**config.mk**
```make
export PLATFORM = sky130hd
export DESIGN_NAME = uart_loop_buffer
export DESIGN_NICKNAME = d
export VERILOG_FILES = /design/src/rtl/uart_pkg.sv /design/src/rtl/uart_byte_fifo.sv /design/src/rtl/uart_loop_buffer.sv
export SDC_FILE = /design/constraint.sdc
export NUM_CORES = 1
export LEC_CHECK = 0
export ABC_AREA = 1
export CORE_UTILIZATION = 60
export DETAILED_ROUTE_END_ITERATION = 6
export PLACE_DENSITY = 0.79
export SLEW_MARGIN = 20
export SYNTH_ARGS = -nofsm -noshare
export SYNTH_HDL_FRONTEND = slang
export SYNTH_SLANG_ARGS = --single-unit
```
**constraint.sdc**
```tcl
create_clock -name clk -period 2.8 [get_ports clk]
set_input_delay 0.28 -clock clk [delete_from_list [all_inputs] [get_ports clk]]
set_output_delay 0.28 -clock clk [all_outputs]
set_load 0.03 [all_outputs]
```
**src/rtl/uart_pkg.sv**
```systemverilog
// Shared definitions for the UART byte path: byte width, loop-buffer FSM
// states and the odd-byte inversion rule.
package uart_pkg;

  localparam int BYTE_W = 8;

  typedef enum logic [1:0] {
    IDLE      = 2'd0,
    LAUNCH    = 2'd1,
    WAIT_BUSY = 2'd2,
    WAIT_DONE = 2'd3
  } state_t;

  // A byte whose bit0 is set is replaced by its bitwise inverse when enabled.
  function automatic logic [BYTE_W-1:0] xform_byte(input logic [BYTE_W-1:0] data,
                                                   input logic en);
    return (en && data[0]) ? ~data : data;
  endfunction

endpackage

```
**src/rtl/uart_byte_fifo.sv**
```systemverilog
// Small circular byte FIFO with an occupancy count. A push while full is
// accepted only when a pop happens in the same cycle; a pop while empty is
// ignored. dout shows the head entry combinationally.
module uart_byte_fifo
  import uart_pkg::*;
#(
  parameter int DEPTH = 16
) (
  input  logic                     clk,
  input  logic                     reset,
  input  logic                     push,
  input  logic                     pop,
  input  logic [BYTE_W-1:0]        din,
  output logic [BYTE_W-1:0]        dout,
  output logic [$clog2(DEPTH):0]   level,
  output logic                     full,
  output logic                     empty
);

  localparam int AW = $clog2(DEPTH);
  localparam int LW = AW + 1;

  logic [BYTE_W-1:0] mem [DEPTH];
  logic [AW-1:0]     wr_ptr;
  logic [AW-1:0]     rd_ptr;
  logic              do_push;
  logic              do_pop;

  assign full    = (level == LW'(DEPTH));
  assign empty   = (level == '0);
  assign do_pop  = pop & ~empty;
  assign do_push = push & (~full | do_pop);
  assign dout    = mem[rd_ptr];

  // Storage array; contents need no reset because level gates every read.
  always_ff @(posedge clk) begin
    if (do_push) mem[wr_ptr] <= din;
  end

  // Pointers wrap naturally; level tracks the push/pop balance.
  always_ff @(posedge clk) begin
    if (reset) begin
      wr_ptr <= '0;
      rd_ptr <= '0;
      level  <= '0;
    end else begin
      if (do_push) wr_ptr <= wr_ptr + AW'(1);
      if (do_pop)  rd_ptr <= rd_ptr + AW'(1);
      level <= level + LW'(do_push) - LW'(do_pop);
    end
  end

endmodule

```
**src/rtl/uart_loop_buffer.sv**
```systemverilog
// Buffered byte path from UART receiver to UART transmitter.
// Receive side: one capture per rising edge of the rx_valid level.
// Transmit side handshake: tx_en is a one-cycle launch pulse with tx_data held
// until the job ends; the transmitter answers by dropping tx_ready (busy) and
// later raising it (idle). A launch is issued only while tx_ready is high, and
// a launch that never sees tx_ready fall within ACK_TIMEOUT cycles is
// abandoned and flagged on ack_err.
module uart_loop_buffer
  import uart_pkg::*;
#(
  parameter int DEPTH       = 16,
  parameter int XFORM_EN    = 1,
  parameter int ACK_TIMEOUT = 1023
) (
  input  logic                   clk,
  input  logic                   reset,
  input  logic                   rx_valid,
  input  logic [BYTE_W-1:0]      rx_data,
  input  logic                   tx_ready,
  output logic                   tx_en,
  output logic [BYTE_W-1:0]      tx_data,
  output logic [$clog2(DEPTH):0] level,
  output logic                   overflow,
  output logic                   ack_err,
  output state_t                 state
);

  localparam int CW = $clog2(ACK_TIMEOUT + 1);

  logic              rv_q;
  logic              capture;
  logic              pop;
  logic              full;
  logic              empty;
  logic [BYTE_W-1:0] push_data;
  logic [BYTE_W-1:0] head;
  logic [CW-1:0]     cnt;

  assign capture   = rx_valid & ~rv_q;
  assign push_data = xform_byte(rx_data, XFORM_EN != 0);
  assign pop       = (state == IDLE) && !empty && tx_ready;

  uart_byte_fifo #(.DEPTH(DEPTH)) u_fifo (
    .clk   (clk),
    .reset (reset),
    .push  (capture),
    .pop   (pop),
    .din   (push_data),
    .dout  (head),
    .level (level),
    .full  (full),
    .empty (empty)
  );

  // Edge detector history; resets high so a level already present is ignored.
  always_ff @(posedge clk) begin
    if (reset) rv_q <= 1'b1;
    else       rv_q <= rx_valid;
  end

  // Sticky drop flag: a capture into a full FIFO with no pop to make room.
  always_ff @(posedge clk) begin
    if (reset)                         overflow <= 1'b0;
    else if (capture && full && !pop)  overflow <= 1'b1;
  end

  // Launch FSM with registered tx_en/tx_data, timeout counter and ack_err.
  always_ff @(posedge clk) begin
    if (reset) begin
      state   <= IDLE;
      tx_en   <= 1'b0;
      tx_data <= '0;
      cnt     <= '0;
      ack_err <= 1'b0;
    end else begin
      case (state)
        IDLE: begin
          if (pop) begin
            tx_data <= head;
            tx_en   <= 1'b1;
            state   <= LAUNCH;
          end
        end
        LAUNCH: begin
          tx_en <= 1'b0;
          cnt   <= '0;
          state <= WAIT_BUSY;
        end
        WAIT_BUSY: begin
          if (!tx_ready) begin
            state <= WAIT_DONE;
          end else if (cnt == CW'(ACK_TIMEOUT - 1)) begin
            ack_err <= 1'b1;
            state   <= IDLE;
          end else begin
            cnt <= cnt + CW'(1);
          end
        end
        WAIT_DONE: begin
          if (tx_ready) state <= IDLE;
        end
        default: state <= IDLE;
      endcase
    end
  end

endmodule

```
==> results.md, run 1 <==
- Outcome: finished clean
- Leading area contributor after synthesis: edfxtp_1
- Yosys reg bits: 148
- Nets: 770
- Slowest cell on the critical path: fa_2
- GR Util All Layers: 0.276
- Power Total: 6.73 mW
- DRC: 0
- Most frequent cell after synthesis: nand2_1
- Vias in the first global route: 4674
- CP peak stage delay: 0.37 ns
- Setup Total Neg Slack: 0 ns
- P_leak: 3.20 nW
- Post-DP HPWL: 9.40 mm
- Std cell rows: 38
- Core Footprint: 0.0108 mm²
- Max-cap viol count: 0
- Post-Route WL: 14.8 mm
- Post-layout util: 0.711
- Setup crit start kind: flop
- Buffer and inverter count on the worst path: 4
- Fin crit share: 0.923
- Final min period: 2.59 ns
- DR vias/cell: 5.55
- Top Family by Delay on Critical Path: adder cells
- Slew headroom: 0.370
- Setup bufs post-CTS: 0
- Initial Utilization: 0.617
- Mapped Area: 0.00669 mm²
- RSZ-0062 raised after global routing: false
- Die Wd: 108 µm
- Syn Nets: 734
- Cell Chain, Critical Path: inv_1 -> ha_1 -> nand2_1 -> nor2_4 -> nand2_1 -> nand3_4 -> inv_4 -> ha_1 -> inv_1 -> ha_1 -> inv_1 -> fa_2 -> o31ai_2 -> o21ai_0 -> a21oi_1
- Die Span Y: 108 µm
- TritonCTS Buffers: 17
- Clk sinks: 148
- CTS H-tree lvls: 4
- Total grt overflow: 0
- Antenna fix cells: 0
- Detailed Route Iter0 Violations: 537
- Post-route ant nets: 0
- Synth unique cells: 33
- Worst-Margin Slew: 0.943 ns
- CP Capture Type: flop
- Fill cells: 757
- Worst clock skew: 0.00768 ns
- CTS Root Cell: clkbuf_8
- CP required: 3.26 ns
- Fin. max-slew vios: 0
- Hold_ws: 0.310 ns
- Critical path class: reg2reg
- Post-synth EDFFs: 112
- Die area: 0.0116 mm²
- Area delta synth->final: 15.1%
- VDD IR max: 746 µV
- Worst EP arrival: 3.05 ns
- Cells after Synth: 708
- Area contributors post-synth: edfxtp_1, nand2_1, dfxtp_1
- I/O Pins: 30
- GP Congestion: 0.921
- Mean Syn Cell Area: 9.45 µm²
- Wire per inst: 16.5 µm
- Layout cell share with drive strength beyond 1: 0.0820
- Hold Path Class: in2reg
- Vias post-DR: 4977
- Initial antenna violation count: 0
- Initial DRT Pass Iterations: 7
- Final Hold Fails: 0
- Post-synth top cells: nand2_1, edfxtp_1, inv_1
- PortBufs: 28
- Post-synth top flop: edfxtp_1
- Seq/Total Area, Yosys: 0.610
- Async S/R FF share, synth: 0
- Max clock buf depth: 2
- Max Freq: 387 MHz
- CTS clock-pin slew for the worst setup and hold paths: 0.06 ns
- Synth top area share: 0.502
- Global-route wire length before repair: 23.1 mm
- Setup violators final: 0
- Worst-path maximum fanout: 9
- Largest net degree at the start of global routing: 59
- Clock Latency Late Sink: 0.54 ns
- Cell Pwr Density: 873 mW/mm²
- Ys Warns: 0
- CTS tree: done
## report_power, final
| part | total [mW] | internal, mW | switching (mW) | leakage (nW) |
|---|---|---|---|---|
| Combinational | 1.95 | 0.646 | 1.31 | 1.62 |
| Sequential | 2.60 | 2.51 | 0.0887 | 1.30 |
| Clock | 2.18 | 1.34 | 0.842 | 0.274 |
## worst register-to-register path, delay by kind of cell (launching register included)
family                     cells  cell delay, ns
buffers and inverters          4            0.29
adders and majority gates      4            0.98
and+or+nand+nor                4            0.42
DFF                            1            0.35
AOI/OAI and AO/OA              3            0.46
## repair_timing
item	in CTS	in global routing
gates resized for setup	0	3
hold buffers	0	0
endpoints found under the setup margin	0	1
## layout make-up
type / instances / area [µm²] / share of cell area
Clock buffer: 19 / 422 / 0.0547
Clock inverter: 12 / 139 / 0.0180
Inverter: 104 / 393 / 0.0510
Multi-Input combinational cell: 428 / 2080 / 0.270
Sequential cell: 148 / 4090 / 0.530
Tap cell: 140 / 175 / 0.0227
Timing Repair Buffer: 45 / 408 / 0.0530
## metal layers
layer  GRT usage  up-vias  part of all wire
met4       0.130        0             0.027
met2       0.440      240              0.49
met3      0.0726       39             0.080
met5           0        -                 0
li1            -     2364                 -
met1       0.350     2334              0.40
## cell families after synthesis
| kind of cell | count (synthesis) | share of synthesized area |
|---|---|---|
| AND/OR/NAND/NOR | 358 | 0.229 |
| adder cells (fa/ha/maj) | 14 | 0.0273 |
| other | 1 | 0.000560 |
| AO/OA/AOI/OAI | 43 | 0.0366 |
| flip-flops | 148 | 0.610 |
| buffers and inverters | 132 | 0.0809 |
| XOR/XNOR | 12 | 0.0157 |
## flip-flops by register name, indices dropped and copies added (netlist names)
register	flops
u_fifo.wr_ptr	4
state	2
u_fifo.level	5
rv_q	1
overflow	1
tx_data	7
u_fifo.rd_ptr	4
u_fifo.mem	112
ack_err	1
cnt	10
tx_en	1
## path summary, 6_finish.rpt
| check | start | endpoint | slack (ns) | depth (start not counted) |
|---|---|---|---|---|
| max | u_fifo.level[2] | u_fifo.level[4] | 0.21 | 15 |
| min | rx_valid | rv_q | 0.31 | 3 |
| max reg2reg | u_fifo.level[2] | u_fifo.level[4] | 0.21 | 15 |
| min reg2reg | overflow | overflow | 0.46 | 2 |
## stage by stage
step / setup WS (ns) / std cells / instance area [µm²]
after global routing: 0.0303 / 896 / 7700
final: 0.214 / 896 / 7700
after detailed placement: 0.134 / 865 / 7130
after global placement: 0.195 / 865 / 7130
after floorplan: 0.0231 / 708 / 6690
after CTS: 0.102 / 896 / 7690
## layout by cell type, fill, tap and decap left out, types with 3 or more instances in the layout
cell type / n
inv_1: 98
xor2_1: 12
inv_2: 4
clkinv_2: 6
o21a_1: 8
nand4_1: 7
dfxtp_1: 35
nor3_1: 6
clkbuf_16: 16
o21ai_0: 12
buf_4: 17
nand3_1: 93
ha_1: 13
edfxtp_1: 112
clkdlybuf4s50_1: 28
nor2_1: 31
bufinv_16: 3
a21oi_1: 21
nand2_1: 211
No activity file was read; power rests on OpenSTA's default activity.
==> inputs of run 2 (changes only) <==
--- a/config.mk
+++ b/config.mk
@@ -5,11 +5,11 @@
 export SDC_FILE = /design/constraint.sdc
 export NUM_CORES = 1
 export LEC_CHECK = 0
-export ABC_AREA = 1
-export CORE_UTILIZATION = 60
+export CORE_UTILIZATION = 55
 export DETAILED_ROUTE_END_ITERATION = 6
-export PLACE_DENSITY = 0.79
+export PLACE_DENSITY = 0.74
 export SLEW_MARGIN = 20
 export SYNTH_ARGS = -nofsm -noshare
 export SYNTH_HDL_FRONTEND = slang
 export SYNTH_SLANG_ARGS = --single-unit
+export TNS_END_PERCENT = 50
==> run 2 against run 1 <==
  * Die area rose by 0.35%
  * Setup slack got worse by 0.10 ns
  * Critical path type unchanged
  * Area after synthesis fell by 8.0%
  * Highest routed layer unchanged
  * Fmax fell by 3.8%
  * Clock-buffer cell count rose by 1
  * Non-clock buffer count rose by 11
  * Largest cell class unchanged
  * Hold slack improved by 0.11 ns
  * Sequential power barely moved
  * Utilization fell by 3.4 points
==> results.md, run 2 <==
- Cells after Synth: 390
- Area contributors post-synth: edfxtp_1, dfxtp_1, mux4_2
- Power Total: 6.09 mW
- CP Capture Type: flop
- Initial antenna violation count: 0
- Worst r2r src: u_fifo.level[2]
- Fill cells: 760
- Seq pwr share: 0.432
- Worst EP arrival: 3.09 ns
- Sw power: 1.64 mW
- Vias in the first global route: 3336
- Cell Int Power: 4.44 mW
- Hold Path Class: in2reg
- Commonest non-fill, non-tap cell in the layout: edfxtp_1
- Multi-input gate area: 0.00198 mm²
- Hold Path Cell Cnt: 2
- Setup crit start kind: flop
- Nets: 471
- Post-synth top cells: edfxtp_1, dfxtp_1, mux4_2
- Setup violators final: 0
- Clock Latency Late Sink: 0.52 ns
- Worst-Margin Slew: 0.904 ns
- Layout cell share with drive strength beyond 1: 0.232
- Cell count after placement: 563
- CTS Root Cell: clkbuf_8
- Worst clock skew: 0.00658 ns
- Outcome: finished clean
- Slew headroom: 0.394
- Async S/R FF share, synth: 0
- Max FFs per register: 112
- Critical path class: reg2reg
- I/O Pins: 30
- Fin cells: 597
- Initial DRT Pass Iterations: 6
- Post-DP HPWL: 7.69 mm
- Comb power frac: 0.212
- CP required: 3.20 ns
- Die Span Y: 108 µm
- DRC: 0
- GR Util All Layers: 0.224
- Post-synth EDFFs: 112
- Seq/Total Area, Yosys: 0.663
- Detailed Route Iter0 Violations: 255
- Initial Utilization: 0.566
- GP Congestion: 0.784
- CTS tree: done
- Std cell rows: 38
- Fin. max-slew vios: 0
- Die area: 0.0116 mm²
- Leading area contributor after synthesis: edfxtp_1
- P_leak: 2.46 nW
- Hold Startpoint: rx_valid
- Max clock buf depth: 2
- Final min period: 2.69 ns
- Syn Nets: 416
- Area delta synth->final: 19.6%
- Most frequent cells in the layout: edfxtp_1, dfxtp_1, mux4_2, clkdlybuf4s50_1
- Global-route wire length before repair: 18.4 mm
- Clk pwr share: 0.356
- TritonCTS Buffers: 17
- Synth top area share: 0.546
- Hold Crit Endpoint: rv_q
- Design Area, Final: 0.00737 mm²
- Seq. cell area: 0.00409 mm²
- Fin crit share: 0.960
- Reg-to-reg slack, setup: 0.11 ns
- Post-Route WL: 12.0 mm
- Most frequent cell after synthesis: edfxtp_1
- Post-route ant nets: 0
- Total grt overflow: 0
- Vias post-DR: 3475
- CTS Hold Buffers Added: 0
- Mean Syn Cell Area: 15.8 µm²
- Core Footprint: 0.0109 mm²
- Clk sinks: 148
- Register-to-Register Path Depth: 14
- Die Wd: 108 µm
- Max Freq: 372 MHz
- Biggest regs: u_fifo.mem: 112 flops, cnt: 10 flops, tx_data: 7 flops
- Synth unique cells: 53
- Yosys reg bits: 148
- Final Hold Fails: 0
- VDD IR max: 632 µV
- DP Area: 0.00673 mm²
- Mapped Area: 0.00616 mm²
- DR vias/cell: 5.82
- Post-synth top flop: edfxtp_1
- CTS clock-pin slew for the worst setup and hold paths: 0.06 ns
- Capture point of the worst reg-to-reg path: u_fifo.level[4]
- Largest net degree at the start of global routing: 31
- CTS H-tree lvls: 4
- Antenna fix cells: 0
- Wire per inst: 20.1 µm
- Sw frac: 0.270
- Cell Pwr Density: 826 mW/mm²
- Most flop-heavy register: u_fifo.mem
- Ys Warns: 0
- Max-cap viol count: 0
- Worst-path maximum fanout: 3
- PortBufs: 28
==> run 2: kinds of logic after synthesis <==
group	after synthesis	synth area share
fa+ha+maj	14	0.0297
mux	46	0.132
flops	148	0.663
buf+inv	36	0.0254
xor+xnor	14	0.0199
compound gates	34	0.0419
simple gates	97	0.0874
other cells	1	0.000609
==> run 2: worst max-delay path by stage <==
stage                                from         endpoint  slack, ns  depth (start not counted)
after global placement    u_fifo.level[3]  u_fifo.level[4]       0.17                         14
after detailed placement  u_fifo.level[2]  u_fifo.level[4]       0.07                         14
after CTS                 u_fifo.level[2]  u_fifo.level[4]       0.02                         14
final                     u_fifo.level[2]  u_fifo.level[4]       0.11                         14
after global routing      u_fifo.level[2]  u_fifo.level[4]      -0.02                         14
after floorplan           u_fifo.level[2]  u_fifo.level[4]       0.02                         15
==> run 2: worst max-delay path, stage by stage (launching register included) <==
cell	delay (ns)
dfxtp_2	0.32
inv_1	0.08
ha_1	0.17
or4b_4	0.50
nand2_4	0.10
inv_1	0.05
ha_1	0.28
inv_1	0.06
ha_1	0.16
inv_1	0.06
fa_2	0.35
nor2b_2	0.14
o21bai_1	0.09
a21oi_1	0.16
nor3b_2	0.06
==> run 2: power groups by stage <==
stage / Sequential (mW) / Clock [mW] / Combinational, mW
floorplan: 2.75 / 0 / 0.723
global placement: 2.67 / 0 / 1.19
detailed placement: 2.68 / 0 / 1.21
CTS: 2.63 / 2.19 / 1.22
global route: 2.65 / 2.28 / 1.39
finish: 2.63 / 2.17 / 1.29
==> run 2: metrics by stage <==
stage	hold WS [ns]	setup TNS, ns	utilization	worst slack, ns
4_1_cts	0.400	0	0.670	0.0204
6_report	0.416	0	0.677	0.113
2_1_floorplan	0.387	0	-	0.0151
3_3_place_gp	0.447	0	0.617	0.169
3_5_place_dp	0.455	0	0.618	0.0723
5_1_grt	0.417	-0.0245	0.677	-0.0245
==> run 2: layout make-up <==
type                    instances  area share
well taps                     140      0.0238
repair buffers                 56      0.0683
flip-flops and latches        148       0.555
clock buffers                  20      0.0577
clock inverters                11      0.0185
inverters                      16     0.00815
multi-input cells             206       0.269
==> run 2: timing repair <==
item                       in CTS  in global routing
hold endpoints to repair        0                  0
setup endpoints to repair       0                  1
resized for setup               0                  3
setup buffers                   0                  3
==> run 2: per-layer routing <==
layer  routed length [µm]  GRT usage
met4                  108     0.0705
met5                    0          0
met1                 5660      0.305
met2                 5820      0.346
met3                  434     0.0672
==> inputs of run 3 (changes only) <==
--- a/config.mk
+++ b/config.mk
@@ -5,8 +5,11 @@
 export SDC_FILE = /design/constraint.sdc
 export NUM_CORES = 1
 export LEC_CHECK = 0
+export CORE_ASPECT_RATIO = 0.6
 export CORE_UTILIZATION = 55
+export CTS_BUF_LIST = sky130_fd_sc_hd__clkbuf_8
 export DETAILED_ROUTE_END_ITERATION = 6
+export GPL_TIMING_DRIVEN = 0
 export PLACE_DENSITY = 0.74
 export SLEW_MARGIN = 20
 export SYNTH_ARGS = -nofsm -noshare
==> run 3 against run 2 <==
  * Final area fell by 3.0%
  * Routed wire length rose by 5.5%
  * Critical path depth did not move
  * Setup slack improved by 0.0033 ns
  * Clock-buffer cell count fell by 3
  * Global-route usage rose by 1.3 points
  * Die area rose by 0.12%
  * Fmax rose by 0.12%
  * Final cell count fell by 1.0%
  * Power fell by 7.0%
  * Highest routed layer unchanged
==> results.md, run 3 (same netlist as run 2, synthesis figures left out) <==
- Outcome: finished clean
- Critical path class: reg2reg
- CTS clock-pin slew for the worst setup and hold paths: 0.07 ns
- Clock Latency Late Sink: 0.44 ns
- Commonest non-fill, non-tap cell in the layout: edfxtp_1
- Max-cap viol count: 0
- DRC: 0
- Die area: 0.0116 mm²
- Power Total: 5.66 mW
- Nets: 465
- GP Congestion: 0.858
- Max FFs per register: 112
- CTS Hold Buffers Added: 0
- I/O Pins: 30
- Layout cell share with drive strength beyond 1: 0.226
- Area delta synth->final: 16.0%
- Design Area, Final: 0.00714 mm²
- CTS H-tree lvls: 4
- CP required: 3.10 ns
- PortBufs: 27
- Global-route wire length before repair: 19.7 mm
- TritonCTS Buffers: 17
- Slowest cell on the critical path: or4b_4
- Detailed Route Iter0 Violations: 349
- Fin. max-slew vios: 0
- Worst EP arrival: 2.98 ns
- VDD IR max: 370 µV
- Fin crit share: 0.958
- Most frequent cells in the layout: edfxtp_1, dfxtp_1, mux4_2, nor2_1, clkdlybuf4s50_1
- Initial antenna violation count: 0
- CP peak stage delay: 0.50 ns
- Pre-CTS WS: -0.345 ns
- Cell Chain, Critical Path: inv_1 -> ha_2 -> or4b_4 -> nand2_8 -> inv_1 -> ha_1 -> inv_1 -> ha_1 -> inv_1 -> fa_2 -> nor2b_2 -> o21bai_2 -> a21oi_2 -> nor3b_2
- GR Util All Layers: 0.237
- RSZ-0062 raised after global routing: false
- CP dominant cell by count: inv_1
- Fill cells: 746
- Total grt overflow: 0
- Final min period: 2.68 ns
- Buffer and inverter count on the worst path: 4
- Hold_ws: 0.455 ns
- Top Family by Delay on Critical Path: adder cells
- Vias in the first global route: 3565
- Slew headroom: 0.410
- Reg-to-reg slack, setup: 0.12 ns
- Die Wd: 139 µm
- Setup violators final: 0
- Worst-Margin Slew: 0.886 ns
- Largest net degree at the start of global routing: 17
- Wire per inst: 21.5 µm
- Max clock buf depth: 2
- Biggest regs: u_fifo.mem: 112 flops, cnt: 10 flops, tx_data: 7 flops
- Core Footprint: 0.0107 mm²
- Clk sinks: 148
- Post-Route WL: 12.7 mm
- Seq. cell area: 0.00409 mm²
- Worst-path maximum fanout: 3
- Die Span Y: 84.0 µm
- Initial DRT Pass Iterations: 5
- Std cell rows: 29
- DP Area: 0.00662 mm²
- Final Hold Fails: 0
- CP Capture Type: flop
- Max Freq: 373 MHz
- P_leak: 2.32 nW
- Post-DP HPWL: 8.69 mm
- Initial Utilization: 0.573
- Setup crit start kind: flop
- Post-route ant nets: 0
- Vias post-DR: 3527
- Antenna fix cells: 0
- Worst clock skew: 0.0131 ns
- Most flop-heavy register: u_fifo.mem
- CTS Root Cell: clkbuf_8
- Cell Pwr Density: 793 mW/mm²
- CTS tree: done
- Final worst slack: 0.117 ns
- Hold Path Class: reg2reg
- DR vias/cell: 5.97
- Multi-input gate area: 0.00202 mm²
## run 3: what timing repair did
item / 4_1_cts / 5_1_grt
resized for setup: 1 / 7
hold endpoints to repair: 0 / 0
pin swaps: 0 / 1
buffers inserted: 3 / 1
endpoints found under the setup margin: 1 / 1
## run 3: area by class of cell
cell class,count,share of cell area
well taps,139,0.0243
clock inverters,15,0.0250
inverters,16,0.00841
flip-flops and latches,148,0.572
clock buffers,17,0.0327
repair buffers,31,0.0420
plain buffers,19,0.0128
multi-input cells,206,0.283
## run 3: final timing paths
| kind | startpoint | endpoint | depth (start not counted) |
|---|---|---|---|
| worst max-delay path | u_fifo.level[3] | u_fifo.level[4] | 14 |
| worst max register to register | u_fifo.level[3] | u_fifo.level[4] | 14 |
| worst min register to register | tx_en | tx_en | 2 |
| worst min-delay path | tx_en | tx_en | 2 |
## run 3: tightest hold or removal path: cells and delay by family (launching register included)
kind,cells,cell delay [ns]
flip-flops,1,0.31
AND/OR/NAND/NOR,1,0.05
AO/OA/AOI/OAI,1,0.05
## run 3: report_power, final
part / switching (mW) / internal, mW
registers: 0.0901 / 2.48
logic: 0.759 / 0.608
clock network: 0.833 / 0.888
total: 1.68 / 3.98
## run 3: layer usage
| layer | track usage | wire [µm] |
|---|---|---|
| met3 | 0.0620 | 866 |
| met2 | 0.347 | 5720 |
| met4 | 0.0646 | 106 |
| met5 | 0 | 0 |
| met1 | 0.354 | 5990 |
## run 3: stage by stage
stage                     cells  setup TNS (ns)  utilization
after floorplan             390               0            -
after global placement      556           -4.93        0.615
after detailed placement    556           -7.71        0.616
after CTS                   590               0        0.657
after global routing        591               0        0.665
final                       591               0        0.665
